## src/rtl/my_pkg.sv

```systemverilog
// Shared ALU definitions: op encoding, response record and the op decode function.
package my_pkg;

    localparam int WIDTH = 8;
    localparam int TAG_W = 4;

    typedef enum logic [3:0] {
        OP_ADD  = 4'h0,
        OP_SUB  = 4'h1,
        OP_MUL  = 4'h2,
        OP_DIV  = 4'h3,
        OP_SHL  = 4'h4,
        OP_SHR  = 4'h5,
        OP_ROL  = 4'h6,
        OP_ROR  = 4'h7,
        OP_AND  = 4'h8,
        OP_OR   = 4'h9,
        OP_XOR  = 4'hA,
        OP_NOR  = 4'hB,
        OP_NAND = 4'hC,
        OP_XNOR = 4'hD,
        OP_GT   = 4'hE,
        OP_EQ   = 4'hF
    } alu_op_e;

    typedef struct packed {
        logic [WIDTH-1:0] result;
        logic             carry;
        logic             dbz;
        logic [TAG_W-1:0] tag;
    } alu_rsp_t;

    // Unsigned op decode; carry only from ADD, dbz only from DIV.
    function automatic alu_rsp_t alu_eval(input logic [WIDTH-1:0] a,
                                          input logic [WIDTH-1:0] b,
                                          input alu_op_e          op,
                                          input logic [TAG_W-1:0] tag);
        alu_rsp_t       r;
        logic [WIDTH:0] sum;
        r     = '0;
        r.tag = tag;
        sum   = {1'b0, a} + {1'b0, b};
        case (op)
            OP_ADD: begin
                r.result = sum[WIDTH-1:0];
                r.carry  = sum[WIDTH];
            end
            OP_SUB:  r.result = a - b;
            OP_MUL:  r.result = a * b;
            OP_DIV: begin
                if (b == '0) begin
                    r.result = '1;
                    r.dbz    = 1'b1;
                end else begin
                    r.result = a / b;
                end
            end
            OP_SHL:  r.result = {a[WIDTH-2:0], 1'b0};
            OP_SHR:  r.result = {1'b0, a[WIDTH-1:1]};
            OP_ROL:  r.result = {a[WIDTH-2:0], a[WIDTH-1]};
            OP_ROR:  r.result = {a[0], a[WIDTH-1:1]};
            OP_AND:  r.result = a & b;
            OP_OR:   r.result = a | b;
            OP_XOR:  r.result = a ^ b;
            OP_NOR:  r.result = ~(a | b);
            OP_NAND: r.result = ~(a & b);
            OP_XNOR: r.result = ~(a ^ b);
            OP_GT:   r.result = {{(WIDTH-1){1'b0}}, (a > b)};
            OP_EQ:   r.result = {{(WIDTH-1){1'b0}}, (a == b)};
            default: r.result = '0;
        endcase
        return r;
    endfunction

endpackage

```

## src/rtl/alu_rsp_fifo.sv

```systemverilog
// Synchronous FIFO of ALU responses; head data reads as zero while empty.
module alu_rsp_fifo
    import my_pkg::*;
#(
    parameter int DEPTH = 4
) (
    input  logic                   clk,
    input  logic                   rst,
    input  logic                   push,
    input  alu_rsp_t               push_data,
    input  logic                   pop,
    output alu_rsp_t               pop_data,
    output logic [$clog2(DEPTH):0] count,
    output logic                   full,
    output logic                   empty
);

    localparam int AW = $clog2(DEPTH);

    alu_rsp_t        mem [DEPTH];
    logic [AW-1:0]   wr_ptr;
    logic [AW-1:0]   rd_ptr;
    logic            do_push;
    logic            do_pop;

    assign full  = (count == (AW+1)'(DEPTH));
    assign empty = (count == '0);

    // A push into a full FIFO is allowed only when the head leaves in the same cycle.
    assign do_push = push && (!full || pop);
    assign do_pop  = pop && !empty;

    assign pop_data = empty ? '0 : mem[rd_ptr];

    // Pointer and occupancy bookkeeping; pointers wrap naturally modulo DEPTH.
    always_ff @(posedge clk or posedge rst) begin
        if (rst) begin
            wr_ptr <= '0;
            rd_ptr <= '0;
            count  <= '0;
        end else begin
            if (do_push) wr_ptr <= wr_ptr + 1'b1;
            if (do_pop)  rd_ptr <= rd_ptr + 1'b1;
            case ({do_push, do_pop})
                2'b10:   count <= count + 1'b1;
                2'b01:   count <= count - 1'b1;
                default: count <= count;
            endcase
        end
    end

    // Storage array; contents need no reset because empty masks the head.
    always_ff @(posedge clk) begin
        if (do_push) mem[wr_ptr] <= push_data;
    end

endmodule

```

## src/rtl/alu_seq_responder.sv

```systemverilog
// Registered ALU service block: one-deep command stage feeding an in-order result FIFO.
// WIDTH/TAG_W must match the my_pkg defaults because the response record is fixed there.
// Handshake: a channel transfers on a rising edge where valid && ready are both high;
// valid does not wait on ready, and ready here never depends combinationally on out_ready.
module alu_seq_responder
    import my_pkg::*;
#(
    parameter int WIDTH = my_pkg::WIDTH,
    parameter int TAG_W = my_pkg::TAG_W,
    parameter int DEPTH = 4
) (
    input  logic             clk,
    input  logic             rst,
    input  logic             in_valid,
    output logic             in_ready,
    input  logic [WIDTH-1:0] in_a,
    input  logic [WIDTH-1:0] in_b,
    input  logic [3:0]       in_sel,
    input  logic [TAG_W-1:0] in_tag,
    output logic             out_valid,
    input  logic             out_ready,
    output logic [WIDTH-1:0] out_result,
    output logic             out_carry,
    output logic             out_dbz,
    output logic [TAG_W-1:0] out_tag,
    output logic [15:0]      cmd_count
);

    localparam int CW = $clog2(DEPTH) + 1;

    logic             s1_valid;
    logic [WIDTH-1:0] s1_a;
    logic [WIDTH-1:0] s1_b;
    alu_op_e          s1_sel;
    logic [TAG_W-1:0] s1_tag;

    alu_rsp_t         s1_rsp;
    alu_rsp_t         head;
    logic [CW-1:0]    fifo_count;
    logic             fifo_full;
    logic             fifo_empty;
    logic             accept;

    // Credit check counts the stage-1 entry as already occupying a FIFO slot,
    // so its push on the next edge can never be refused.
    assign in_ready = !rst && !fifo_full
                      && ((32'(fifo_count) + 32'(s1_valid)) < DEPTH);
    assign accept   = in_valid && in_ready;

    assign s1_rsp = alu_eval(s1_a, s1_b, s1_sel, s1_tag);

    // Capture accepted commands into stage 1 and count acceptances.
    always_ff @(posedge clk or posedge rst) begin
        if (rst) begin
            s1_valid  <= 1'b0;
            s1_a      <= '0;
            s1_b      <= '0;
            s1_sel    <= OP_ADD;
            s1_tag    <= '0;
            cmd_count <= '0;
        end else begin
            s1_valid <= accept;
            if (accept) begin
                s1_a      <= in_a;
                s1_b      <= in_b;
                s1_sel    <= alu_op_e'(in_sel);
                s1_tag    <= in_tag;
                cmd_count <= cmd_count + 16'd1;
            end
        end
    end

    alu_rsp_fifo #(
        .DEPTH (DEPTH)
    ) u_fifo (
        .clk       (clk),
        .rst       (rst),
        .push      (s1_valid),
        .push_data (s1_rsp),
        .pop       (out_ready),
        .pop_data  (head),
        .count     (fifo_count),
        .full      (fifo_full),
        .empty     (fifo_empty)
    );

    assign out_valid  = !fifo_empty;
    assign out_result = head.result;
    assign out_carry  = head.carry;
    assign out_dbz    = head.dbz;
    assign out_tag    = head.tag;

endmodule

```

## config.mk

```make
export PLATFORM = sky130hd
export DESIGN_NAME = alu_seq_responder
export DESIGN_NICKNAME = d
export VERILOG_FILES = /design/src/rtl/my_pkg.sv /design/src/rtl/alu_rsp_fifo.sv /design/src/rtl/alu_seq_responder.sv
export SDC_FILE = /design/constraint.sdc
export NUM_CORES = 1
export LEC_CHECK = 0
export CAP_MARGIN = 10
export CORE_MARGIN = 2
export CORE_UTILIZATION = 40
export CTS_BUF_LIST = sky130_fd_sc_hd__clkbuf_4 sky130_fd_sc_hd__clkbuf_8
export CTS_CLUSTER_DIAMETER = 80
export DETAILED_ROUTE_END_ITERATION = 16
export PLACE_DENSITY_LB_ADDON = 0.05
export SYNTH_ARGS = -nofsm -noshare
export SYNTH_HDL_FRONTEND = slang
export SYNTH_SLANG_ARGS = --single-unit
```

## constraint.sdc

```tcl
create_clock -name clk -period 11.1 [get_ports clk]
set_input_delay 1.11 -clock clk [delete_from_list [all_inputs] [get_ports clk]]
set_output_delay 1.11 -clock clk [all_outputs]
set_load 0.01 [all_outputs]
```

-- After elaboration in Yosys (flattened, before gate mapping)
Memory sizes are Yosys's and may differ from the RTL's.
Cells that the tools add are included.
- register bits: 48
- bits in writable memories: 56
- input port bits: 28
- output and inout bits: 32
- logic and storage cells: 69
- memories: 1
- memories (memory ; words ; width ; rd ports ; clocked after Yosys merged registers in ; wr ports ; line ; RTL):
    u_fifo.mem ; 4 ; 14 ; 1 ; 0 ; 1 ; alu_rsp_fifo.sv:20 ; alu_rsp_t mem [DEPTH];
- $add $sub $neg: 8
- multipliers: 1
- divide/modulo/power cells: 1
- $lt $le $gt $ge: 2
- equal/unequal tests: 19
- mux-type cells: 9
- bitwise logic cells: 6
- reduce and logical (&&, ||, !) cells: 13
- operators by type and width (cell ; number):
    $pmux W8 S16 ; 1
    $eq A4 B4 Y1 const B ; 8
    $not A8 Y8 ; 3
    $add A16 B1 Y16 const B ; 1
    $eq A4 B3 Y1 const B ; 4
    $mux W14 ; 1
    $add A8 B8 Y9 ; 1
    $and A8 B8 Y8 ; 1
    $div A8 B8 Y8 ; 1
    $eq A4 B2 Y1 const B ; 2
    $eq A8 B8 Y1 ; 1
    $gt A8 B8 Y1 ; 1
    $logic_not A8 Y1 ; 1
    $mul A8 B8 Y8 ; 1
    $mux W8 ; 1
    $or A8 B8 Y8 ; 1
    $sub A8 B8 Y8 ; 1
    $xor A8 B8 Y8 ; 1
    $pmux W3 S2 ; 1
    $logic_and A1 B1 Y1 ; 5
    $mux W1 ; 5
    $add A2 B1 Y2 const B ; 2
    $add A3 B1 Y4 ; 1
    $eq A4 B1 Y1 const B ; 1
    other kinds (11) ; 13

-- Logic depth before layout (Yosys ltp)
Gate-level depths: netlist (run 1).
- word-level depth: 6
- mapped depth: 50
- gate-level depth less buffers: 47

-- Modules after synthesis
A second synthesis (run 1) with hierarchy kept.
- cell total of the unflattened synthesis: 837
- area total of the unflattened synthesis: 8181.6 sq um
- by module, submodules not included (module ; instances ; cells each ; area an instance (sq um) ; sequential area each (sq um)):
    alu_seq_responder ; 1 ; 709 ; 5625.4 ; 1026.0
    alu_rsp_fifo ; 1 ; 128 ; 2556.2 ; 1856.8

-- Worst setup path after synthesis (run 1)
Ideal clock, no wire load.
- kind: reg-to-reg
- start point: register s1_b[0]
- end point: memory u_fifo.mem[0][6] in the netlist's numbering (data pin)
- library setup time: 0.271 ns
- data arrival time: 9.711 ns
- required time: 10.829 ns
- setup slack: 1.118 ns
- cell stages (with the launch flop): 48
- cells stage by stage: dfrtp_1 -> inv_1 -> ha_1 -> nand3_1 -> nor2b_1 -> ha_1 -> o21a_1 -> o211ai_1 -> and3b_1 -> or2_2 -> ha_1 -> and4b_1 -> a21oi_1 -> a21oi_2 -> mux2_4 -> ha_1 -> a21oi_1 -> a21boi_1 -> (+12 left out) -> or3_1 -> o22a_1 -> a41o_1 -> nand2_1 -> a21bo_1 -> ha_1 -> nor2_1 -> o21bai_1 -> nand2_1 -> o22a_1 -> clkbuf_1 -> mux2_2 -> ha_1 -> o2111ai_1 -> o21ai_0 -> nand3_1 -> a21oi_1 -> o32a_1
- RTL lines (what ; line ; RTL):
    from (decl) ; alu_seq_responder.sv:33 ; logic [WIDTH-1:0] s1_b;
    from (signal assigned) ; alu_seq_responder.sv:65 ; s1_b <= in_b;
    to (decl) ; alu_rsp_fifo.sv:20 ;

==> out/results.ini, run 1 <==
[critical_path]
cp_slowest_cell=dfrtp_1
start_kind=flip-flop
cp_max_fo=12
worstSetupEndpointType=flip-flop
worst_ep_arrival_time_ns=10.67
path_class=flip-flop to flip-flop
worst_path_largest_cell_delay_ns=0.48
worstPathRequired_ns=11.21
cpMostUsedCell=ha_1

[timing]
setup_violations=0
clock.fmax_mhz=94.7
period_share_pct=95.1
drv_slew=0
fin_ws_ns=0.540
slew_headroom_pct=30.0
finalClockSkew_ns=0.0156
period_needed_ns=10.56
finalHoldViolations=0
finalSetupTns_ns=0
tightest_slew_ns=1.05

[grt]
grt_max_degree=50
grt-ovfl-total=0
track_usage_pct=22.5
grt_pass1_vias=6732
grt_pass1_wl_um=38500
antenna_found_initial=0

[floorplanning]
fp.dieH_um=149
start_util_pct=40.5
die_area_um2=22300
die_w_um=149
rows=53
core_um2=20900
ios=60

[logic_synthesis]
syn_area_per_cell_um2=9.95
yosysWarnings=0
synth_top_area_share_pct=19.9
ys_types=86
synth_top_area_cell=edfxtp_1
synth-seq-cells=104
yosys-top-cells-area=edfxtp_1 (20%), dfrtp_1 (14%), ha_1 (13%), xnor2_1 (4.3%), mux4_2 (3.7%)
syn_area_um2=8460
yosysSeqAreaShare_pct=34.1
synth_edf_count=56
syn_nets=978
yosysMostFrequentCell=ha_1
synthCells=850
netlist_top_cells_count=ha_1 (85), nand2_1 (70), inv_1 (57), nor2_1 (57), edfxtp_1 (56)
synthFlopType=edfxtp_1
ys_async_sr_fraction_pct=46.2

[placed_design]
dpl.hpwl_um=18200
gp_congestion=0.925
port_buffers=59
post-place-ws_ns=0.170
dp.cells=1163

[route]
drtIter0Drc=555
routed_wl_um=24900
drtPass1Iterations=5
wl_met1_um=11200
drtAntennaViolNets=0
drc=0
dr_total_vias=6682
dr_wl_met2_um=11800
wl_per_cell_um=21.1
wl_met3_um=1100
top_layer_used=met4
viasPerCell=5.66

[outcome]
status=completed

[cts]
root_buffer=clkbuf_8
cts_hold_buf=0
cts.clk_slew.worst_paths_ns=0.12
clock_sinks=104
cts_tree=built
clk_latency_ns=0.39
htreeDepth=3
cts_made_buffers=9
cts_buffer_depth=2

[final_layout]
instances_no_fill=1180
syn_to_final_growth_pct=13.6
diodes=0
drive_above_1_share_pct=9.94
final_nets=1028
n_fill_cell=2032

[min_path]
min_path_type=flip-flop to flip-flop

[flow_run]
maxCapViolCount=0

-- cell type report --
class	instances	area, um^2	share of cell area, %
clock buffers	9	124	1.29
clock inverters	7	95.1	0.990
inverters	60	225	2.34
multi-input cells	649	5220	54.3
flip-flops and latches	104	2880	30.0
well taps	275	344	3.58
repair buffers	76	718	7.48
-- per-stage QoR --
| stage | utilization [%] | area, um^2 | hold slack [ns] |
|---|---|---|---|
| 3_3_place_gp | 44.8 | 9350 | 0.457 |
| 3_5_place_dp | 44.8 | 9350 | 0.463 |
| 4_1_cts | 45.8 | 9570 | 0.490 |
| 5_1_grt | 46.0 | 9610 | 0.502 |
| 2_1_floorplan | - | 8460 | 0.472 |
| 6_report | 46.0 | 9610 | 0.482 |
-- worst paths after layout --
path                                      startpoint  cells past startpoint                     endpoint  slack (ns)
max reg2reg                      s1_b[4]$_DFFE_PP0P_                     47   u_fifo.mem[0][6]$_DFFE_PP_        0.54
min reg2reg                cmd_count[15]$_DFFE_PP0P_                      1    cmd_count[15]$_DFFE_PP0P_        0.48
max                              s1_b[4]$_DFFE_PP0P_                     47   u_fifo.mem[0][6]$_DFFE_PP_        0.54
max in group asynchronous                        rst                      2          s1_b[6]$_DFFE_PP0P_        9.05
min                        cmd_count[15]$_DFFE_PP0P_                      1    cmd_count[15]$_DFFE_PP0P_        0.48
min in group asynchronous                        rst                      2  u_fifo.count[0]$_DFFE_PP0P_        1.34
-- repair_timing --
item,in CTS,in global routing
buffers inserted,0,1
resized for setup,0,7
endpoints found under the setup margin,0,4
-- cells by family after synthesis --
group / after synthesis / synth area share (%)
AO/OA/AOI/OAI: 180 / 15.2
multiplexers: 41 / 7.26
buffers and inverters: 97 / 4.62
adder cells (fa/ha/maj): 100 / 16.1
AND/OR/NAND/NOR: 265 / 16.2
XOR/XNOR: 63 / 6.52
flip-flops: 104 / 34.1
-- flip-flops by register name, summed over array words and instances, names as in the netlist --
| name | cells |
|---|---|
| u_fifo.rd_ptr | 2 |
| s1_sel | 4 |
| s1_b | 8 |
| s1_a | 8 |
| u_fifo.count | 3 |
| cmd_count | 16 |
| s1_tag | 4 |
| s1_valid | 1 |
| u_fifo.mem | 56 |
| u_fifo.wr_ptr | 2 |
-- routing by layer --
metal | track usage [%] | up-vias
li1 | - | 3170
met1 | 31.2 | 3304
met2 | 36.9 | 175
met3 | 2.26 | 33
met4 | 8.05 | 0
met5 | 0 | -
-- critical path, delay by kind of cell (launching register included) --
family / cells / cell delay (ns)
compound gates: 21 / 4.18
simple gates: 13 / 2.38
fa+ha+maj: 7 / 1.97
mux: 2 / 0.73
buf+inv: 4 / 0.52
flops: 1 / 0.48
-- cells in the final DEF, fill, tap and decap left out, types with 12 or more instances in the layout --
cell type,Yosys,routed
clkdlybuf4s50_1,0,59
xor2_1,21,21
xnor2_1,42,42
mux4_2,14,14
a21oi_1,27,26
o21ai_0,40,40
buf_4,1,17
o211ai_1,12,12
o21a_1,14,14
nor3_1,28,27
ha_1,85,85
dfrtp_1,48,47
nand3_1,12,12
edfxtp_1,56,56
nand2b_1,12,12
and2_1,22,21
nand2_1,70,70
fa_1,15,15
nor2_1,57,57
mux2_2,15,15
inv_1,57,56
Power of run 1 is not shown: default switching activity piles up to over one toggle a cycle in this logic, so the estimate is an artifact.
==> run 2, diff against run 1 <==
ABC_CLOCK_PERIOD_IN_PS = 11100   (was not set)
==> results of run 2 <==
Same layout as run 1: the final DEF is identical, and so are final timing and power.
Power of run 2 is left out for the same reason.
==> run 3, diff against run 2 <==
SETUP_SLACK_MARGIN = 0.5   (was not set)
TNS_END_PERCENT = 20   (was not set)
==> run 3 against run 2 <==
Against the previous run: cell area grew 2.3%; via count grew 1.5%; sequential share of layout area shrank 0.63 points; critical endpoint unchanged; largest cell class unchanged.
==> out/results.ini, run 3 (synthesis results as in run 1) <==
[outcome]
status=completed  ; unchanged

[cts]
cts_made_buffers=9  ; unchanged
htreeDepth=3  ; unchanged
cts_tree=built  ; unchanged
clock_sinks=104  ; unchanged
clk_latency_ns=0.38  ; was 0.39 ns
cts_buffer_depth=2  ; unchanged
cts_hold_buf=0  ; unchanged
cts.clk_slew.worst_paths_ns=0.12  ; about the same
root_buffer=clkbuf_8  ; unchanged

[grt]
grt_pass1_vias=6729  ; was 6732
grt_pass1_wl_um=38400  ; was 38500 um
track_usage_pct=22.6  ; was 22.5%
antenna_found_initial=0  ; unchanged
grt-ovfl-total=0  ; unchanged
grt_max_degree=50  ; unchanged

[final_layout]
multiInputGateArea_um2=5310  ; was 5220 um^2
syn_to_final_growth_pct=16.2  ; was 13.6%
seq_area_um2=2890  ; was 2880 um^2
top_regs=u_fifo.mem (56), cmd_count (16)  ; unchanged
final_nets=1044  ; was 1028
fin_util_pct=47.0  ; was 46.0%
drive_above_1_share_pct=13.2  ; was 9.94%
n_fill_cell=2026  ; was 2032
final_common_cell=ha_1  ; unchanged
largest_reg_flops=56  ; unchanged
design_area_um2=9830  ; was 9610 um^2
top_register=u_fifo.mem  ; unchanged
layout_common_cells=ha_1 (80), nand2_1 (70), clkdlybuf4s50_1 (59)  ; was ha_1 (85), nand2_1 (70), clkdlybuf4s50_1 (59)
diodes=0  ; unchanged

[timing]
drv_slew=0  ; unchanged
setup_violations=0  ; unchanged
finalHoldViolations=0  ; unchanged
finalSetupTns_ns=0  ; unchanged
period_share_pct=92.0  ; was 95.1%
rsz0062_at_grt=false
finalClockSkew_ns=0.0156  ; about the same
slew_headroom_pct=30.4  ; was 30.0%
period_needed_ns=10.22  ; was 10.56 ns
tightest_slew_ns=1.04  ; was 1.05 ns
clock.fmax_mhz=97.9  ; was 94.7 MHz

[critical_path]
endpoint=u_fifo.mem[0][6]$_DFFE_PP_  ; unchanged
cp_slowest_cell=dfrtp_2  ; was dfrtp_1
worstPathRequired_ns=11.21  ; about the same
worst_path_largest_cell_delay_ns=0.46  ; was 0.48 ns
critPathTopFamily=compound AO/OA/AOI/OAI gates  ; unchanged
regToRegSetupSlack_ns=0.88  ; was 0.54 ns
cp.depth=48  ; was 47
worstSetupEndpointType=flip-flop  ; unchanged
crit_start=s1_b[1]$_DFFE_PP0P_  ; was s1_b[4]$_DFFE_PP0P_
cp_max_fo=12  ; unchanged
cpMostUsedCell=ha_1  ; unchanged
worst_r2r_endpoint=u_fifo.mem[0][6]$_DFFE_PP_  ; unchanged
worst_ep_arrival_time_ns=10.33  ; was 10.67 ns
path_class=flip-flop to flip-flop  ; unchanged
crit_buf_inv=4  ; unchanged
reg2reg_depth=48  ; was 47
reg2reg_from=s1_b[1]$_DFFE_PP0P_  ; was s1_b[4]$_DFFE_PP0P_
start_kind=flip-flop  ; unchanged

[placed_design]
gp_congestion=0.925  ; unchanged
port_buffers=59  ; unchanged
placed_area_um2=9350  ; unchanged
dpl.hpwl_um=18200  ; unchanged

[floorplanning]
ios=60  ; unchanged
die_area_um2=22300  ; unchanged
core_um2=20900  ; unchanged
die_w_um=149  ; unchanged
rows=53  ; unchanged
start_util_pct=40.5  ; unchanged
fp.dieH_um=149  ; unchanged

[route]
drtPass1Iterations=5  ; unchanged
wl_per_cell_um=21.0  ; was 21.1 um
dr_total_vias=6785  ; was 6682
routed_wl_um=25100  ; was 24900 um
viasPerCell=5.67  ; was 5.66
drc=0  ; unchanged
drtIter0Drc=611  ; was 555
drtAntennaViolNets=0  ; unchanged

[min_path]
min_path_type=flip-flop to flip-flop  ; unchanged

[flow_run]
maxCapViolCount=0  ; unchanged

## run 3: cell count changes in the layout (fill, tap and decap cells not counted), moves of 2 or more
cell	before	now
ha_1	85	80
a21oi_1	26	24
buf_4	17	33
a41o_4	0	2
dfrtp_1	47	44
a21oi_2	3	5
ha_4	0	4
dfrtp_2	1	4
## run 3: repair_timing
item	CTS	global route
endpoints found under the setup margin	4	4
gates cloned	0	0
resized for setup	2	24
pin swaps	1	13
setup buffers	3	14
## run 3: stage by stage
step / setup WS (ns) / instances / hold WS [ns]
2_1_floorplan: 1.12 / 850 / 0.472
3_3_place_gp: 0.667 / 1163 / 0.457
3_5_place_dp: 0.170 / 1163 / 0.463
4_1_cts: 0.559 / 1182 / 0.490
5_1_grt: 0.408 / 1196 / 0.502
6_report: 0.884 / 1196 / 0.482
## run 3: cell type report
| type | instances | share of cell area (%) |
|---|---|---|
| sequential | 104 | 29.4 |
| multi-input combinational | 649 | 54.1 |
| clock inverter | 7 | 0.968 |
| timing repair buffer | 92 | 8.53 |
| tap | 275 | 3.50 |
| inverter | 60 | 2.29 |
| clock buffer | 9 | 1.26 |
## run 3: per-layer routing
metal  wire length, um  part of all wire, %  vias to the layer above  track usage (%)
met3              1030                  4.1                       38             2.29
met4               739                  2.9                        0             8.43
met2             12000                   48                      194             36.8
li1                  -                    -                     3205                -
met1             11300                   45                     3348             31.1
met5                 0                    0                        -                0
## run 3: worst register-to-register path: cells and delay by family, from the launching register on
kind                     cells  cell delay, ns
flip-flops                   1            0.46
AND/OR/NAND/NOR             15            2.68
adder cells (fa/ha/maj)      7            2.06
AO/OA/AOI/OAI               22            4.14
buffers and inverters        4            0.56
## run 3: worst min-delay path by stage
| stage | cells after the start | end | from | slack (ns) |
|---|---|---|---|---|
| global route | 1 | cmd_count[15]$_DFFE_PP0P_ | cmd_count[15]$_DFFE_PP0P_ | 0.50 |
| CTS | 1 | cmd_count[15]$_DFFE_PP0P_ | cmd_count[15]$_DFFE_PP0P_ | 0.49 |
| floorplan | 0 | u_fifo.mem[0][0]$_DFFE_PP_ | s1_tag[0]$_DFFE_PP0P_ | 0.47 |
| detailed placement | 1 | cmd_count[15]$_DFFE_PP0P_ | cmd_count[15]$_DFFE_PP0P_ | 0.46 |
| global placement | 1 | cmd_count[15]$_DFFE_PP0P_ | cmd_count[15]$_DFFE_PP0P_ | 0.46 |
| finish | 1 | cmd_count[15]$_DFFE_PP0P_ | cmd_count[15]$_DFFE_PP0P_ | 0.48 |
Power of run 3 is left out for the same reason.
